File: config.mk
export PLATFORM = sky130hd
export DESIGN_NAME = idiv_seq
export DESIGN_NICKNAME = d
export VERILOG_FILES = /design/src/rtl/idiv_seq.sv
export SDC_FILE = /design/constraint.sdc
export NUM_CORES = 1
export LEC_CHECK = 0
export CAP_MARGIN = 10
export CELL_PAD_IN_SITES_DETAIL_PLACEMENT = 2
export CELL_PAD_IN_SITES_GLOBAL_PLACEMENT = 2
export CORE_MARGIN = 1
export CORE_UTILIZATION = 29
export DETAILED_ROUTE_END_ITERATION = 16
export GPL_ROUTABILITY_DRIVEN = 0
export PLACE_DENSITY_LB_ADDON = 0.08
export SKIP_LAST_GASP = 1
export SYNTH_ARGS = -nofsm -noshare
export SYNTH_HDL_FRONTEND = slang
export SYNTH_SLANG_ARGS = --single-unit
File: constraint.sdc
create_clock -name Clock -period 1.8 [get_ports Clock]
set_input_delay 0.27 -clock Clock [delete_from_list [all_inputs] [get_ports Clock]]
set_output_delay 0.27 -clock Clock [all_outputs]
set_load 0.01 [all_outputs]
File: src/rtl/idiv_seq.sv
// Sequential unsigned restoring divider: one quotient bit per clock with a
// Start/Busy/Done handshake, quotient/remainder outputs and a divide-by-zero flag.
module idiv_seq #(
    parameter int SIZE = 4
) (
    input  logic            Clock,
    input  logic            Reset,
    input  logic            Start,
    input  logic [SIZE-1:0] A,
    input  logic [SIZE-1:0] B,
    output logic            Busy,
    output logic            Done,
    output logic            DivByZero,
    output logic [SIZE-1:0] Quotient,
    output logic [SIZE-1:0] Remainder
);

    localparam int CNT_W = $clog2(SIZE + 1);

    typedef enum logic [1:0] {
        IDLE,
        CALC,
        DONE
    } state_t;

    state_t            state, state_nxt;
    logic [SIZE-1:0]   q_reg, q_nxt;
    logic [SIZE-1:0]   d_reg, d_nxt;
    logic [SIZE:0]     r_reg, r_nxt;
    logic [CNT_W-1:0]  cnt, cnt_nxt;
    logic [SIZE-1:0]   quo_nxt, rem_nxt;
    logic              dz_nxt;
    logic [2*SIZE:0]   step;

    // One restoring iteration; returns {partial remainder, shifted quotient}.
    function automatic logic [2*SIZE:0] restore_step(
        input logic [SIZE:0]   r,
        input logic [SIZE-1:0] q,
        input logic [SIZE-1:0] d
    );
        logic [SIZE:0] sh;
        logic [SIZE:0] t;
        sh = {r[SIZE-1:0], q[SIZE-1]};
        t  = sh - {1'b0, d};
        if (!t[SIZE])
            return {t, q[SIZE-2:0], 1'b1};
        else
            return {sh, q[SIZE-2:0], 1'b0};
    endfunction

    assign step = restore_step(r_reg, q_reg, d_reg);
    assign Busy = (state == CALC);
    assign Done = (state == DONE);

    always_comb begin
        state_nxt = state;
        q_nxt     = q_reg;
        d_nxt     = d_reg;
        r_nxt     = r_reg;
        cnt_nxt   = cnt;
        quo_nxt   = Quotient;
        rem_nxt   = Remainder;
        dz_nxt    = DivByZero;
        case (state)
            IDLE, DONE: begin
                state_nxt = IDLE;
                if (Start) begin
                    q_nxt   = A;
                    d_nxt   = B;
                    r_nxt   = '0;
                    cnt_nxt = CNT_W'(SIZE);
                    if (B == '0) begin
                        // Zero divisor skips iteration and reports saturated quotient.
                        quo_nxt   = '1;
                        rem_nxt   = A;
                        dz_nxt    = 1'b1;
                        state_nxt = DONE;
                    end else begin
                        state_nxt = CALC;
                    end
                end
            end
            CALC: begin
                r_nxt   = step[2*SIZE:SIZE];
                q_nxt   = step[SIZE-1:0];
                cnt_nxt = cnt - CNT_W'(1);
                if (cnt == CNT_W'(1)) begin
                    quo_nxt   = step[SIZE-1:0];
                    rem_nxt   = step[2*SIZE-1:SIZE];
                    dz_nxt    = 1'b0;
                    state_nxt = DONE;
                end
            end
            default: state_nxt = IDLE;
        endcase
    end

    always_ff @(posedge Clock or negedge Reset) begin
        if (!Reset) begin
            state     <= IDLE;
            q_reg     <= '0;
            d_reg     <= '0;
            r_reg     <= '0;
            cnt       <= '0;
            Quotient  <= '0;
            Remainder <= '0;
            DivByZero <= 1'b0;
        end else begin
            state     <= state_nxt;
            q_reg     <= q_nxt;
            d_reg     <= d_nxt;
            r_reg     <= r_nxt;
            cnt       <= cnt_nxt;
            Quotient  <= quo_nxt;
            Remainder <= rem_nxt;
            DivByZero <= dz_nxt;
        end
    end

endmodule
==> impl_metrics.ini, run 1 <==
[run_status]
outcome = complete, but fails checks
violations = negative setup slack

[hold_path]
hp-class = in -> async

[detailed_routing]
drc = 0
first_pass_iters = 4
routed_wl_um = 4200
vias = 1240
routed_via_density = 5.12
ant_nets = 0
drt_iter0_drc = 56
wl_per_cell_um = 17.4

[final_layout]
drive_above_1_share_pct = 22.6
instances_no_fill = 242
area_growth_pct = 37.1
n_fill_cell = 503
multi_input_area_um2 = 723
final-seq-area_um2 = 651
antenna_cells = 0
utilization_pct = 42.8
nNetsFinal = 210
finalInstanceArea_um2 = 1930

[synth]
syn-cell-area_um2 = 1410
avgSynthCellArea_um2 = 9.45
synthDistinctLibCells = 38
synth_cells = 149
ys_ff_latch = 26
syn_nets = 167
ys_seq_area_share_pct = 46.2
synth_warnings = 0

[worst_setup_path]
worstPathArrival_ps = 2120
critPathLaunchType = flop
critPathMaxFanout = 4
r2r_slack_ps = -160
crit_required_ps = 1960
worstSetupPathType = reg -> reg
cp-end-kind = flop

[timing]
fmax_mhz = 510
holdWs_ps = 368
period_share_pct = 109
slew_viol_final = 0
final.setup.tns_ps = -916
setup_slack_ps = -160
period_needed_ps = 1960
fin_skew_ps = 10.5
worst_slew_pin_slew_ps = 444
final-hold-violation-count = 0
rsz0062_at_grt = true
slew_headroom_pct = 70.4
setup_viol = 8

[flow_run]
maxCapViolCount = 0

[power_and_ir_drop]
vdd_drop_max_mv = 0.607
clkPwrFrac_pct = 7.8
seq_power_share_pct = 25.4
p_leak_nw = 0.881
p_comb_share_pct = 66.8
p_total_mw = 4.28
power.density_nw_per_um2 = 2220
switchingPower_mw = 1.78
swShare_pct = 41.6
p_int_mw = 2.50

[clocking]
cts_tree = built
clockRootBuffer = clkbuf_8
clkLatencyLatePin_ps = 270
cts_buffer_depth = 2
cts_buffers = 3
cts_hold_buf = 0
htreeDepth = 1
clk_pin_slew_ps = 90
clock_sinks = 26

[grt]
grt-ovfl-total = 0
grt_pass1_wl_um = 7270
grt_pass1_vias = 1390
globalRouteTotalUtil_pct = 18.5
grt_max_degree = 27
antenna_found_initial = 0

[placement]
dp_cells = 233
preCtsSetupSlack_ps = -225
postPlaceCellArea_um2 = 1800
port-buffer-count = 21
dpl.hpwl_um = 3200

[floorplanning]
die_width_um = 71.7
io_pins = 22
start_util_pct = 31.3
coreArea_um2 = 4500
fp.dieH_um = 71.7
num_rows = 24
die_area_um2 = 5140
-- power groups by stage --
stage	combinational [mW]	clock, mW	sequential (mW)
floorplan	1.56	0	1.08
global placement	2.40	0	1.07
detailed placement	2.50	0	1.10
CTS	2.79	0.352	1.09
global route	3.15	0.368	1.13
finish	2.86	0.334	1.09
-- final timing paths --
kind / startpoint / end / depth (start not counted)
max in group asynchronous: Reset / d_reg[2] / 2
min reg2reg: cnt[1] / cnt[1] / 2
max reg2reg: q_reg[3] / Remainder[2] / 9
min in group Clock: cnt[1] / cnt[1] / 2
max: q_reg[3] / Remainder[2] / 9
min: Reset / cnt[1] / 2
-- worst max-delay path: stages, from the launching register on --
cell and delay (ps):
dfrtp_1 350, inv_1 50, ha_2 190, fa_2 350, nand2b_4 160, a21oi_4 200, buf_6 150, mux2i_4 70
a2111oi_2 230, a21oi_1 120
-- cell usage in the layout (no fill, tap or decap), types with 4 or more instances in the layout --
cell type / count
clkdlybuf4s50_1: 20
buf_4: 18
inv_1: 8
o21ai_0: 8
buf_6: 4
nand2b_1: 5
nor2_1: 14
a21oi_1: 8
nand2_1: 22
a31oi_1: 5
dfrtp_1: 26
ha_1: 5
-- cell families (layout without fill, tap and decap cells) --
logic type | Yosys count | count (layout) | share of synthesized area, %
fa+ha+maj | 7 | 7 | 6.76
compound gates | 34 | 34 | 16.1
simple gates | 63 | 63 | 22.8
flops | 26 | 26 | 46.2
xor+xnor | 3 | 3 | 1.87
mux | 1 | 1 | 0.711
buf+inv | 15 | 56 | 5.60
-- routing by layer --
metal	share of wire, %	track usage [%]
met2	55	33.0
met4	0.45	3.92
met5	0	0
met1	44	24.1
met3	1.1	2.11
-- what timing repair did --
item / in CTS / in global routing
pin swaps: 7 / 2
setup buffers: 5 / 2
endpoints found under the setup margin: 11 / 11
resized for setup: 7 / 5
-- synthesized netlist by cell type (all sizes together) --
library cell	n	area share, %
nand2b	8	4.3
clkbuf	2	0.53
a31oi	5	2.2
o21ai	11	3.9
and4bb	1	0.89
nand3b	2	1.1
fa	1	1.4
ha	6	5.3
nor2	16	4.4
a41oi	2	1.2
and3	4	1.9
o22ai	1	0.44
buf	4	2.5
inv	9	2.6
xnor2	2	1.2
a21oi	9	4.0
nand2	22	5.9
a2111o	1	0.80
nand3	4	1.4
a21o	1	0.62
nor3	2	0.71
dfrtp	26	46
a22oi	1	0.53
xor2	1	0.62
nor2b	3	1.3
mux2i	1	0.71
a211o	2	1.2
nor4	1	0.89
a2111oi	1	1.1
-- cell type report --
type	instances	share of cell area, %
inverters	9	1.88
well taps	52	3.37
clock buffers	3	2.14
multi-input cells	108	37.5
repair buffers	44	21.4
flip-flops and latches	26	33.7
Power figures use the tool's default switching activity.
==> inputs of run 2 (changes only) <==
CAP_MARGIN = unset   (was 10)
CTS_BUF_LIST = sky130_fd_sc_hd__clkbuf_4 sky130_fd_sc_hd__clkbuf_8 sky130_fd_sc_hd__clkbuf_16   (was unset)
==> results of run 2 <==
The final DEF is identical to that of run 1; final timing and power are the same.
